`src/rtl/ps2_pkg.sv`:
```
// Shared PS/2 scancode constants and the frame receiver state encoding.
package ps2_pkg;

    localparam logic [7:0] SC_EXT    = 8'hE0;
    localparam logic [7:0] SC_BRK    = 8'hF0;

    localparam logic [7:0] SC_LEFT   = 8'h6B;
    localparam logic [7:0] SC_RIGHT  = 8'h74;
    localparam logic [7:0] SC_UP     = 8'h75;
    localparam logic [7:0] SC_DOWN   = 8'h72;

    // Keyboard housekeeping bytes that never represent a key press
    localparam logic [7:0] SC_BAT    = 8'hAA;
    localparam logic [7:0] SC_ACK    = 8'hFA;
    localparam logic [7:0] SC_ECHO   = 8'hEE;
    localparam logic [7:0] SC_RESEND = 8'hFE;
    localparam logic [7:0] SC_ERR0   = 8'h00;
    localparam logic [7:0] SC_ERR1   = 8'hFF;

    typedef enum logic [1:0] {
        ST_IDLE,
        ST_DATA,
        ST_PARITY,
        ST_STOP
    } frame_state_t;

    function automatic logic is_ignored(input logic [7:0] b);
        return (b == SC_BAT) || (b == SC_ACK) || (b == SC_ECHO) ||
               (b == SC_RESEND) || (b == SC_ERR0) || (b == SC_ERR1);
    endfunction

endpackage

```
`src/rtl/ps2_rx_frame.sv`:
```
// PS/2 device-to-host frame receiver: synchronizers, clock deglitch filter,
// 11-bit frame FSM with parity/stop checking and an inter-bit timeout.
module ps2_rx_frame
    import ps2_pkg::*;
#(
    parameter int FILTER_LEN     = 8,
    parameter int TIMEOUT_CYCLES = 25000
) (
    input  logic       clk,
    input  logic       rst_n,
    input  logic       ps2_clk,
    input  logic       ps2_data,
    output logic [7:0] rx_byte,
    output logic       byte_valid,
    output logic       rx_err
);

    localparam int FW = $clog2(FILTER_LEN + 1);
    localparam int TW = $clog2(TIMEOUT_CYCLES + 1);

    logic [1:0]   clk_sync, data_sync;
    logic         filt_clk, filt_prev;
    logic [FW-1:0] filt_cnt;
    logic         strobe, bit_in;

    frame_state_t  state, state_n;
    logic [2:0]    bitcnt, bitcnt_n;
    logic [7:0]    shreg, shreg_n;
    logic          par, par_n;
    logic [TW-1:0] tocnt, tocnt_n;
    logic          bv_n, err_n;

    // Two-flop synchronizers; idle PS/2 lines are high, so reset to 1
    always_ff @(posedge clk or negedge rst_n) begin
        if (!rst_n) begin
            clk_sync  <= 2'b11;
            data_sync <= 2'b11;
        end else begin
            clk_sync  <= {clk_sync[0], ps2_clk};
            data_sync <= {data_sync[0], ps2_data};
        end
    end

    // Filtered clock follows the synchronized clock only after FILTER_LEN equal samples
    always_ff @(posedge clk or negedge rst_n) begin
        if (!rst_n) begin
            filt_clk  <= 1'b1;
            filt_prev <= 1'b1;
            filt_cnt  <= '0;
        end else begin
            filt_prev <= filt_clk;
            if (clk_sync[1] != filt_clk) begin
                if (filt_cnt == FW'(FILTER_LEN - 1)) begin
                    filt_clk <= clk_sync[1];
                    filt_cnt <= '0;
                end else begin
                    filt_cnt <= filt_cnt + FW'(1);
                end
            end else begin
                filt_cnt <= '0;
            end
        end
    end

    // Bits are sampled on the falling edge of the filtered clock
    assign strobe  = filt_prev & ~filt_clk;
    assign bit_in  = data_sync[1];
    assign rx_byte = shreg;

    // Frame FSM state and result pulses
    always_ff @(posedge clk or negedge rst_n) begin
        if (!rst_n) begin
            state      <= ST_IDLE;
            bitcnt     <= '0;
            shreg      <= '0;
            par        <= 1'b0;
            tocnt      <= '0;
            byte_valid <= 1'b0;
            rx_err     <= 1'b0;
        end else begin
            state      <= state_n;
            bitcnt     <= bitcnt_n;
            shreg      <= shreg_n;
            par        <= par_n;
            tocnt      <= tocnt_n;
            byte_valid <= bv_n;
            rx_err     <= err_n;
        end
    end

    // Frame FSM next-state; a strobe always beats the timeout terminal count
    always_comb begin
        state_n  = state;
        bitcnt_n = bitcnt;
        shreg_n  = shreg;
        par_n    = par;
        tocnt_n  = '0;
        bv_n     = 1'b0;
        err_n    = 1'b0;
        unique case (state)
            ST_IDLE: begin
                if (strobe && !bit_in) begin
                    state_n  = ST_DATA;
                    bitcnt_n = '0;
                end
            end
            ST_DATA: begin
                if (strobe) begin
                    shreg_n  = {bit_in, shreg[7:1]};
                    bitcnt_n = bitcnt + 3'd1;
                    if (bitcnt == 3'd7) state_n = ST_PARITY;
                end
            end
            ST_PARITY: begin
                if (strobe) begin
                    par_n   = bit_in;
                    state_n = ST_STOP;
                end
            end
            ST_STOP: begin
                if (strobe) begin
                    if (bit_in && ^{shreg, par}) bv_n = 1'b1;
                    else                         err_n = 1'b1;
                    state_n = ST_IDLE;
                end
            end
            default: state_n = ST_IDLE;
        endcase
        if (state != ST_IDLE && !strobe) begin
            if (tocnt == TW'(TIMEOUT_CYCLES - 1)) begin
                state_n = ST_IDLE;
                err_n   = 1'b1;
            end else begin
                tocnt_n = tocnt + TW'(1);
            end
        end
    end

endmodule

```
`src/rtl/ps2_key_decoder.sv`:
```
// PS/2 keyboard front end: strips E0/F0 prefixes and strobes each key make.
module ps2_key_decoder
    import ps2_pkg::*;
#(
    parameter int FILTER_LEN     = 8,
    parameter int TIMEOUT_CYCLES = 25000
) (
    input  logic       iVGA_CLK,
    input  logic       iRST_n,
    input  logic       ps2_clk,
    input  logic       ps2_data,
    output logic [7:0] key_in,
    output logic       key_en,
    output logic       key_ext,
    output logic       rx_err
);

    logic [7:0] rx_byte;
    logic       byte_valid;
    logic       ext, brk, ext_n, brk_n, upd;

    ps2_rx_frame #(
        .FILTER_LEN     (FILTER_LEN),
        .TIMEOUT_CYCLES (TIMEOUT_CYCLES)
    ) u_rx (
        .clk        (iVGA_CLK),
        .rst_n      (iRST_n),
        .ps2_clk    (ps2_clk),
        .ps2_data   (ps2_data),
        .rx_byte    (rx_byte),
        .byte_valid (byte_valid),
        .rx_err     (rx_err)
    );

    // Prefix flags and the registered key outputs
    always_ff @(posedge iVGA_CLK or negedge iRST_n) begin
        if (!iRST_n) begin
            ext     <= 1'b0;
            brk     <= 1'b0;
            key_in  <= '0;
            key_en  <= 1'b0;
            key_ext <= 1'b0;
        end else begin
            ext    <= ext_n;
            brk    <= brk_n;
            key_en <= upd;
            if (upd) begin
                key_in  <= rx_byte;
                key_ext <= ext;
            end
        end
    end

    // Scancode decode: prefixes set flags, any other byte consumes them
    always_comb begin
        ext_n = ext;
        brk_n = brk;
        upd   = 1'b0;
        if (rx_err) begin
            ext_n = 1'b0;
            brk_n = 1'b0;
        end else if (byte_valid) begin
            if (rx_byte == SC_EXT) begin
                ext_n = 1'b1;
            end else if (rx_byte == SC_BRK) begin
                brk_n = 1'b1;
            end else begin
                ext_n = 1'b0;
                brk_n = 1'b0;
                upd   = !brk && !is_ignored(rx_byte);
            end
        end
    end

endmodule

```
`config.mk`:
```
export PLATFORM = sky130hd
export DESIGN_NAME = ps2_key_decoder
export DESIGN_NICKNAME = d
export VERILOG_FILES = /design/src/rtl/ps2_pkg.sv /design/src/rtl/ps2_rx_frame.sv /design/src/rtl/ps2_key_decoder.sv
export SDC_FILE = /design/constraint.sdc
export NUM_CORES = 1
export LEC_CHECK = 0
export ABC_AREA = 1
export BUFFER_PORTS_ARGS = -buffer_cell sky130_fd_sc_hd__buf_4
export CORE_MARGIN = 2
export CORE_UTILIZATION = 50
export DETAILED_ROUTE_END_ITERATION = 10
export GPL_ROUTABILITY_DRIVEN = 0
export PLACE_DENSITY = 0.8
export SLEW_MARGIN = 20
export SYNTH_ARGS = -nofsm -noshare
export SYNTH_HDL_FRONTEND = slang
export SYNTH_SLANG_ARGS = --single-unit
```
`constraint.sdc`:
```
create_clock -name iVGA_CLK -period 1.68 [get_ports iVGA_CLK]
set_clock_uncertainty 0.2 [all_clocks]
set_input_delay 0.336 -clock iVGA_CLK [delete_from_list [all_inputs] [get_ports iVGA_CLK]]
set_output_delay 0.336 -clock iVGA_CLK [all_outputs]
set_load 0.01 [all_outputs]
```
Word level (Yosys, flattened, before mapping)
Cells that the tools add are included.
{"block": "classes", "div": 0, "n_reduce_logical": 25, "mux": 35, "eq_ne": 18, "multipliers": 0, "bitwise_logic": 2, "n_lt_le_gt_ge": 0, "n_addsub": 3, "shift": 0}
{"operator": "equality test 8 bit, second input constant", "n": 7}
{"operator": "two-way mux 15 bit", "n": 2}
{"operator": "two-way mux 1 bit", "n": 20}
{"operator": "adder 15 x 1 -> 15 bit, second input constant", "n": 1}
{"operator": "equality test 15 bit, second input constant", "n": 1}
{"operator": "two-way mux 2 bit", "n": 7}
{"operator": "AND reduction 2 bit", "n": 5}
{"operator": "XOR reduction 9 bit", "n": 1}
{"operator": "logical NOT 8 bit", "n": 1}
{"operator": "two-way mux 4 bit", "n": 2}
{"operator": "case mux 2 bit (4 select lines)", "n": 1}
{"operator": "two-way mux 3 bit", "n": 2}
{"operator": "inequality test 2 x 1 -> 1 bit, second input constant", "n": 3}
{"operator": "case mux 3 bit (2 select lines)", "n": 1}
{"operator": "nonzero test 2 bit", "n": 3}
{"operator": "logical OR 1 bit", "n": 5}
{"operator": "adder 4 x 1 -> 4 bit, second input constant", "n": 1}
{"operator": "equality test 2 bit, second input constant", "n": 2}
{"operator": "equality test 4 x 3 -> 1 bit, second input constant", "n": 1}
{"operator": "logical AND 1 bit", "n": 4}
{"operator": "logical NOT 1 bit", "n": 4}
{"operator": "adder 3 x 1 -> 3 bit, second input constant", "n": 1}
{"operator": "equality test 3 bit, second input constant", "n": 1}
{"operator": "inequality test 3 x 2 -> 1 bit, second input constant", "n": 1}
{"operator": "other kinds (6)", "n": 6}
{"block": "word_totals", "reg_bits": 53, "input_bits": 4, "romBits": 0, "latch_bits": 0, "ram_bits": 0, "wordCells": 100, "mem_count": 0, "out_inout_bits": 11}

Logic depth before layout (Yosys ltp)
Gate-level depths: netlist of the first run.
{"block": "logic_depth", "ltp_word": 12, "depth_mapped": 11, "ltp_nobuf": 11}

By module
From an unflattened synthesis of the first run, not the netlist that was laid out.
{"block": "hier_totals", "cells_unflattened": 329, "area_unflattened_um2": 2730.1}
{"module": "ps2_rx_frame", "seq_area_each_um2": 1033.5, "instances": 1, "area_each_um2": 2025.7, "cells_per_inst": 237}
{"module": "ps2_key_decoder", "seq_area_each_um2": 300.3, "instances": 1, "area_each_um2": 704.4, "cells_per_inst": 92}

Least setup slack after synthesis of the first run
Ideal clock, no wire load.
{"block": "synth_path", "kind": "flip-flop to flip-flop", "from": "register u_rx.tocnt[0]", "to": "register u_rx.tocnt[10]", "arrival_time_ns": 1.250, "required_ns": 1.357, "path_buffers": 0, "stages_incl_launch_ff": 9, "setup_time_ns": 0.123, "slack_ns": 0.107, "synth_period_minus_slack_ns": 1.573, "path_cell_list": "dfrtp_1 > ha_1 > nand3_2 > nor2_4 > nand2_2 > nor2_4 > nand3_1 > o21bai_1 > a21oi_1"}
{"block": "synth_via", "elab_chain_len": 3, "elab_cells_between_ends": 4, "cone_classes": "add/sub (1); eq/ne (1); mux (2)"}
{"element": "start: declaration", "line_no": "ps2_rx_frame.sv:30", "rtl": "logic [TW-1:0] tocnt, tocnt_n;"}
{"element": "start signal: assignment", "line_no": "ps2_rx_frame.sv:85", "rtl": "tocnt <= tocnt_n;"}
{"element": "adder 15 x 1 -> 15 bit / equality test 15 bit (equally long branches)", "line_no": "ps2_rx_frame.sv:134, ps2_rx_frame.sv:130"}
{"element": "two-way mux 15 bit *", "line_no": "ps2_rx_frame.sv:130", "rtl": "if (tocnt == TW'(TIMEOUT_CYCLES - 1)) begin"}
{"element": "two-way mux 15 bit *", "line_no": "ps2_rx_frame.sv:129", "rtl": "if (state != ST_IDLE && !strobe) begin"}
{"element": "via u_rx.tocnt_n[10]", "line_no": "ps2_rx_frame.sv:30"}
The timed path passes the listed nets; every way through them passes the cells marked *.
A chain may end at the register's enable or synchronous reset.

Final worst setup path of the first run
{"block": "layout_path", "from": "register u_rx.tocnt[1]", "to": "register u_rx.tocnt[10]"}
The elaborated chain is that of the path after synthesis.

==> results of run 1 <==
state kept, by name, summed over array words and instances (netlist names), 2 cells and up:
| signal | flops |
|---|---|
| u_rx.tocnt | 15 |
| key_in | 8 |
| u_rx.rx_byte | 8 |
| u_rx.filt_cnt | 4 |
| u_rx.bitcnt | 3 |
| u_rx.clk_sync | 2 |
| u_rx.data_sync | 2 |
| u_rx.state | 2 |
logic make-up (layout without fill, tap and decap cells):
| kind of cell | Yosys count | count (layout) | synth area share (%) |
|---|---|---|---|
| AND/OR/NAND/NOR | 168 | 169 | 31.19 |
| flip-flops | 53 | 53 | 50.69 |
| buffers and inverters | 44 | 79 | 6.752 |
| AO/OA/AOI/OAI | 31 | 31 | 6.848 |
| XOR/XNOR | 7 | 7 | 2.616 |
| adder cells (fa/ha/maj) | 4 | 4 | 1.902 |
stage by stage:
step	total power [mW]	hold slack, ps	utilization, %	setup TNS [ps]	setup slack (ps)
CTS	3.373	160.5	59.09	0	6.681
detailed placement	2.484	55.14	56.22	0	18.60
global placement	2.437	50.04	56.22	0	72.24
floorplan	2.246	-159.6	-	0	107.0
finish	3.487	159.6	62.20	-5.221	-5.221
global route	3.724	163.8	62.20	-259.6	-95.60
worst max-delay path: stages, from the launching register on:
cell	delay (ps)
dfrtp_1	410
ha_4	180
nand3_4	110
nor2_4	170
nand2_4	70
nor2_4	130
nand3_2	80
o21bai_1	160
a21oi_1	60
final cells by class:
class	instances	area, um2
clock inverter	1	30.03
clock buffer	7	86.33
timing repair buffer	31	252.7
fill	428	1931
sequential	53	1343
multi-input combinational	211	1225
inverter	40	152.6
tap	70	87.58
layout by cell type, fill, tap and decap left out, types with 7 or more instances in the layout:
cell	netlist	routed
nor3_1	8	8
o21ai_0	12	12
nand2_1	74	74
inv_1	33	33
a21oi_1	10	9
dfrtp_2	0	7
nor2_4	4	9
buf_4	0	27
nand4_1	10	10
dfrtp_1	47	40
nand3_1	20	18
nor2_1	30	28
power breakdown:
part | switching [mW] | internal, mW | total [mW] | leakage, nW
Clock | 0.388 | 0.486 | 0.874 | 0.0585
Combinational | 0.603 | 0.396 | 1.00 | 0.756
Sequential | 0.166 | 1.45 | 1.61 | 0.697
what timing repair did:
action / in CTS / in global routing
setup buffers: 0 / 6
resized for setup: 0 / 26
endpoints found under the hold margin: 24 / 0
setup endpoints to repair: 0 / 20
hold buffers: 3 / 0
path summary, 6_finish.rpt:
kind / endpoint / slack [ps] / cells after the start
min in group asynchronous: key_in[1]$_DFFE_PN0P_ / 270 / 2
min: u_rx.data_sync[1]$_DFF_PN1_ / 160 / 0
max: u_rx.tocnt[10]$_DFF_PN0_ / -5 / 8
max in group asynchronous: u_rx.clk_sync[1]$_DFF_PN1_ / 490 / 3
max reg2reg: u_rx.tocnt[10]$_DFF_PN0_ / -5 / 8
min reg2reg: u_rx.data_sync[1]$_DFF_PN1_ / 160 / 0
synthesized netlist by cell type, types with 2 or more instances:
cell       n
inv_2      5
nand2_2    3
nor3b_1    2
o21bai_1   2
clkinv_2   2
a21oi_1   10
nand4_1   10
o21ai_0   12
nor2_1    30
nand2_1   74
or2_1      2
ha_1       4
inv_1     33
a211oi_1   2
nor2_2     5
nand3_2    5
xor2_1     3
buf_2      2
nand3_1   20
xnor2_1    3
dfstp_2    6
nor3_1     8
dfrtp_1   47
nor2_4     4
per-layer routing:
| layer | GRT usage, % | share of wire, % | up-vias |
|---|---|---|---|
| met1 | 22.39 | 45 | 975 |
| met2 | 30.88 | 51 | 42 |
| met3 | 4.621 | 3.8 | 4 |
| met4 | 4.000 | 0.55 | 0 |
| met5 | 0 | 0 | - |
| li1 | - | - | 1051 |
==> metrics.yaml, run 1 <==
outcome:
  status: "finished, violations left"
  violations: "setup timing"
floorplanning:
  rows: 26
  ios: 15
  start_util_pct: 51.52
  die_height_um: 76.55
  dieArea_um2: 5859
  die_width_um: 76.55
  coreArea_um2: 5107
sta:
  slew_headroom_pct: 78.08
  rsz0062_at_grt: "yes"
  worst_pin_slew_ps: 327.6
  fmax_mhz: 593.4
  setup_slack_ps: -5.221
  post-route-min-period_ps: 1685
  fin_crit_sh_pct: 100.3
  hold_violations: 0
  slew_violations: 0
  setup_violations: 1
worst_setup_path:
  end_kind: "flip-flop"
  crit_required_ps: 1660
  arrival_ps: 1670
  critPathMaxFanout: 4
  r2r-start: "u_rx.tocnt[1]$_DFF_PN0_"
  crit_type: "reg2reg"
  startpoint: "u_rx.tocnt[1]$_DFF_PN0_"
  cp-start-kind: "flip-flop"
synthesis:
  ys_ff_latch: 53
  synth_area_leaders: "dfrtp_1, nand2_1, dfstp_2"
  syn_avg_cell_area_um2: 8.571
  async_flop_share_pct: 100.0
  ys_types: 37
  synth_edf_count: 0
  synth_flop_cell: "dfrtp_1"
  synth_cells: 307
  yosysWarnings: 0
  synthesis.area_um2: 2631
  syn_nets: 315
  yosysSeqAreaShare_pct: 50.69
  synth_area_leader_cell: "dfrtp_1"
  synth_top_cell_area_share_pct: 44.70
drt:
  vias: 2072
  wirelength_mm: 5.067
  via_per_inst: 5.017
  drc: 0
  dr.pass1.iters: 5
  wl_per_cell_um: 12.27
  route.antenna.remaining_nets: 0
  drt_iter0_markers: 99
power:
  irDropWorstVdd_mv: 0.7785
  p_leak_nw: 1.511
  power_density_nw_per_um2: 1098
global_routing:
  grt_pass1_wl_mm: 8.542
  grt.overflow.total: 0
  antenna_found_initial: 0
  grt_usage_pct: 17.81
  grt_pass1_vias: 1985
  grt_max_degree: 32
clocking:
  path_clk_slew_ps: 90
  cts_root_buf: "clkbuf_8"
  worstSkewPairLatency_ps: 290
  cts_max_path_buffers: 2
  cts_buffers: 5
  cts.sinks: 53
  htree_levels: 2
  cts_tree: "done"
finish:
  syn2layout_area_growth_pct: 20.73
  instances_no_fill: 413
  layout-drive-gt1-share_pct: 25.95
  final_cell_area_um2: 3177
  fin_nets: 350
  insertedDiodeCount: 0
flow_run:
  max_cap_viol_count: 0
worst_hold_path:
  hp-start: "u_rx.data_sync[0]$_DFF_PN1_"
  min_path_type: "reg2reg"
placement:
  numPortBuffers: 14
  dp_hpwl_mm: 3.523
  placed_cells: 395
  post_dp_cell_area_um2: 2872
(Power assumes the default switching activity.)
==> inputs of run 2 (changes only) <==
--- a/config.mk
+++ b/config.mk
@@ -12,6 +12,8 @@
 export DETAILED_ROUTE_END_ITERATION = 10
 export GPL_ROUTABILITY_DRIVEN = 0
 export PLACE_DENSITY = 0.8
+export RECOVER_POWER = 50
+export SKIP_CTS_REPAIR_TIMING = 1
 export SLEW_MARGIN = 20
 export SYNTH_ARGS = -nofsm -noshare
 export SYNTH_HDL_FRONTEND = slang
==> run 2 against run 1 <==
Compared with the run above:
- the flow still finishes with violations (setup timing)
- largest power group unchanged
- largest cell class unchanged
- fmax down 0.32%
- highest routed layer unchanged
- total power down 0.15%
- critical path type unchanged
- cell area down 0.35%
==> metrics.yaml, run 2 (same netlist as run 1, synthesis figures left out) <==
global_routing:
  grt_pass1_wl_mm: 8.452  # -1.1%
  grt_pass1_vias: 1947  # -1.9%
  grt.overflow.total: 0  # unchanged
  antenna_found_initial: 0  # unchanged
  grt_usage_pct: 17.63  # -0.18 points
  grt_max_degree: 32  # unchanged
floorplanning:
  die_width_um: 76.55  # unchanged
  rows: 26  # unchanged
  dieArea_um2: 5859  # unchanged
  coreArea_um2: 5107  # unchanged
  start_util_pct: 51.52  # unchanged
  die_height_um: 76.55  # unchanged
  ios: 15  # unchanged
power:
  switching_share_pct: 33.27  # +0.071 points
  combPwrFrac_pct: 28.7  # about the same
  irDropWorstVdd_mv: 0.7775  # -0.13%
  power.total_mw: 3.481  # -0.15%
  power_frac_seq_pct: 46.2  # about the same
  intPower_mw: 2.323  # -0.26%
  power_density_nw_per_um2: 1100  # +0.20%
  p_switching_mw: 1.158  # about the same
  clock_power_share_pct: 25.1  # about the same
  p_leak_nw: 1.507  # -0.29%
finish:
  final_util_pct: 61.98  # -0.22 points
  insertedDiodeCount: 0  # unchanged
  final_common_cell: "nand2_1"
  fin_nets: 350  # unchanged
  regMostFlops: "u_rx.tocnt"
  final_cell_area_um2: 3166  # -0.35%
  nFillCells: 429  # +0.23%
  instances_no_fill: 413  # unchanged
  syn2layout_area_growth_pct: 20.30
  largest_reg_flops: 15  # unchanged
  layout-drive-gt1-share_pct: 25.66  # -0.29 points
  mostFrequentLayoutCells: "nand2_1, dfrtp_1, inv_1"
sta:
  hold_violations: 0  # unchanged
  fin_crit_sh_pct: 100.6  # +0.32 points
  setup_violations: 1  # unchanged
  fmax_mhz: 591.5  # -0.32%
  rsz0062_at_grt: "yes"
  slew_headroom_pct: 60.84  # -17 points
  holdWs_ps: 159.5  # -0.1120 ps
  post-route-min-period_ps: 1691  # +5.419 ps
  fin_tns_setup_ps: -10.64  # -5.419 ps
  worst_pin_slew_ps: 587.3  # +259.7 ps
  setup_slack_ps: -10.64  # -5.419 ps
  slew_violations: 0  # unchanged
worst_setup_path:
  startpoint: "u_rx.tocnt[1]$_DFF_PN0_"
  arrival_ps: 1670  # about the same
  crit_required_ps: 1660  # about the same
  r2r-start: "u_rx.tocnt[1]$_DFF_PN0_"
  crit_type: "reg2reg"
  critPathMaxFanout: 4  # unchanged
  end_kind: "flip-flop"
  cp-start-kind: "flip-flop"
flow_run:
  max_cap_viol_count: 0  # unchanged
drt:
  wl_per_cell_um: 12.26  # about the same
  drc: 0  # unchanged
  via_per_inst: 5.041  # +0.48%
  dr.pass1.iters: 4  # -1
  vias: 2082  # +0.48%
  drt_iter0_markers: 111  # +12%
  wirelength_mm: 5.063  # about the same
  route.antenna.remaining_nets: 0  # unchanged
outcome:
  violations: "setup timing"
  status: "finished, violations left"
clocking:
  cts_buffers: 5  # unchanged
  htree_levels: 2  # unchanged
  cts_tree: "done"
  worstSkewPairLatency_ps: 290  # about the same
  cts_root_buf: "clkbuf_8"
  path_clk_slew_ps: 90  # about the same
  cts_max_path_buffers: 2  # unchanged
  cts.sinks: 53  # unchanged
worst_hold_path:
  min_path_type: "reg2reg"
  hp-start: "u_rx.data_sync[0]$_DFF_PN1_"
placement:
  numPortBuffers: 14  # unchanged
  placed_cells: 395  # unchanged
  dp_slack_ps: 18.60  # unchanged
  dp_hpwl_mm: 3.523  # unchanged
  post_dp_cell_area_um2: 2872  # unchanged
==> run 2: area by class of cell <==
type	count	area [um2]	area share (%)
multi-input cells	211	1225	38.70
well taps	70	87.58	2.767
clock buffers	7	86.33	2.727
inverters	40	152.6	4.822
clock inverters	1	30.03	0.9486
repair buffers	31	241.5	7.628
flip-flops and latches	53	1343	42.41
==> run 2: final timing paths <==
| path | to | slack, ps | depth (start not counted) |
|---|---|---|---|
| min in group asynchronous | key_in[1]$_DFFE_PN0P_ | 370 | 2 |
| worst max register to register | u_rx.tocnt[10]$_DFF_PN0_ | -10 | 8 |
| max in group asynchronous | u_rx.clk_sync[1]$_DFF_PN1_ | 200 | 3 |
| worst min register to register | u_rx.data_sync[1]$_DFF_PN1_ | 160 | 0 |
| worst min-delay path | u_rx.data_sync[1]$_DFF_PN1_ | 160 | 0 |
| worst max-delay path | u_rx.tocnt[10]$_DFF_PN0_ | -10 | 8 |
==> run 2: worst max-delay path, cell delays in order (launching register included) <==
cell,delay [ps]
dfrtp_1,410
ha_4,190
nand3_4,110
nor2_4,170
nand2_4,70
nor2_4,130
nand3_2,80
o21bai_1,160
a21oi_1,60
==> run 2: per-layer routing <==
| metal | global-route usage, % | up-vias | part of all wire (%) |
|---|---|---|---|
| li1 | - | 1052 | - |
| met1 | 22.46 | 970 | 44 |
| met2 | 30.18 | 56 | 51 |
| met3 | 4.621 | 4 | 4.4 |
| met4 | 4.000 | 0 | 0.55 |
| met5 | 0 | - | 0 |
==> run 2: power by group through the flow <==
stage / Sequential, mW / Clock, mW / Combinational (mW)
floorplan: 1.58 / 0 / 0.671
finish: 1.61 / 0.875 / 0.997
global route: 1.64 / 0.947 / 1.13
detailed placement: 1.61 / 0 / 0.873
global placement: 1.60 / 0 / 0.834
CTS: 1.59 / 0.900 / 0.881
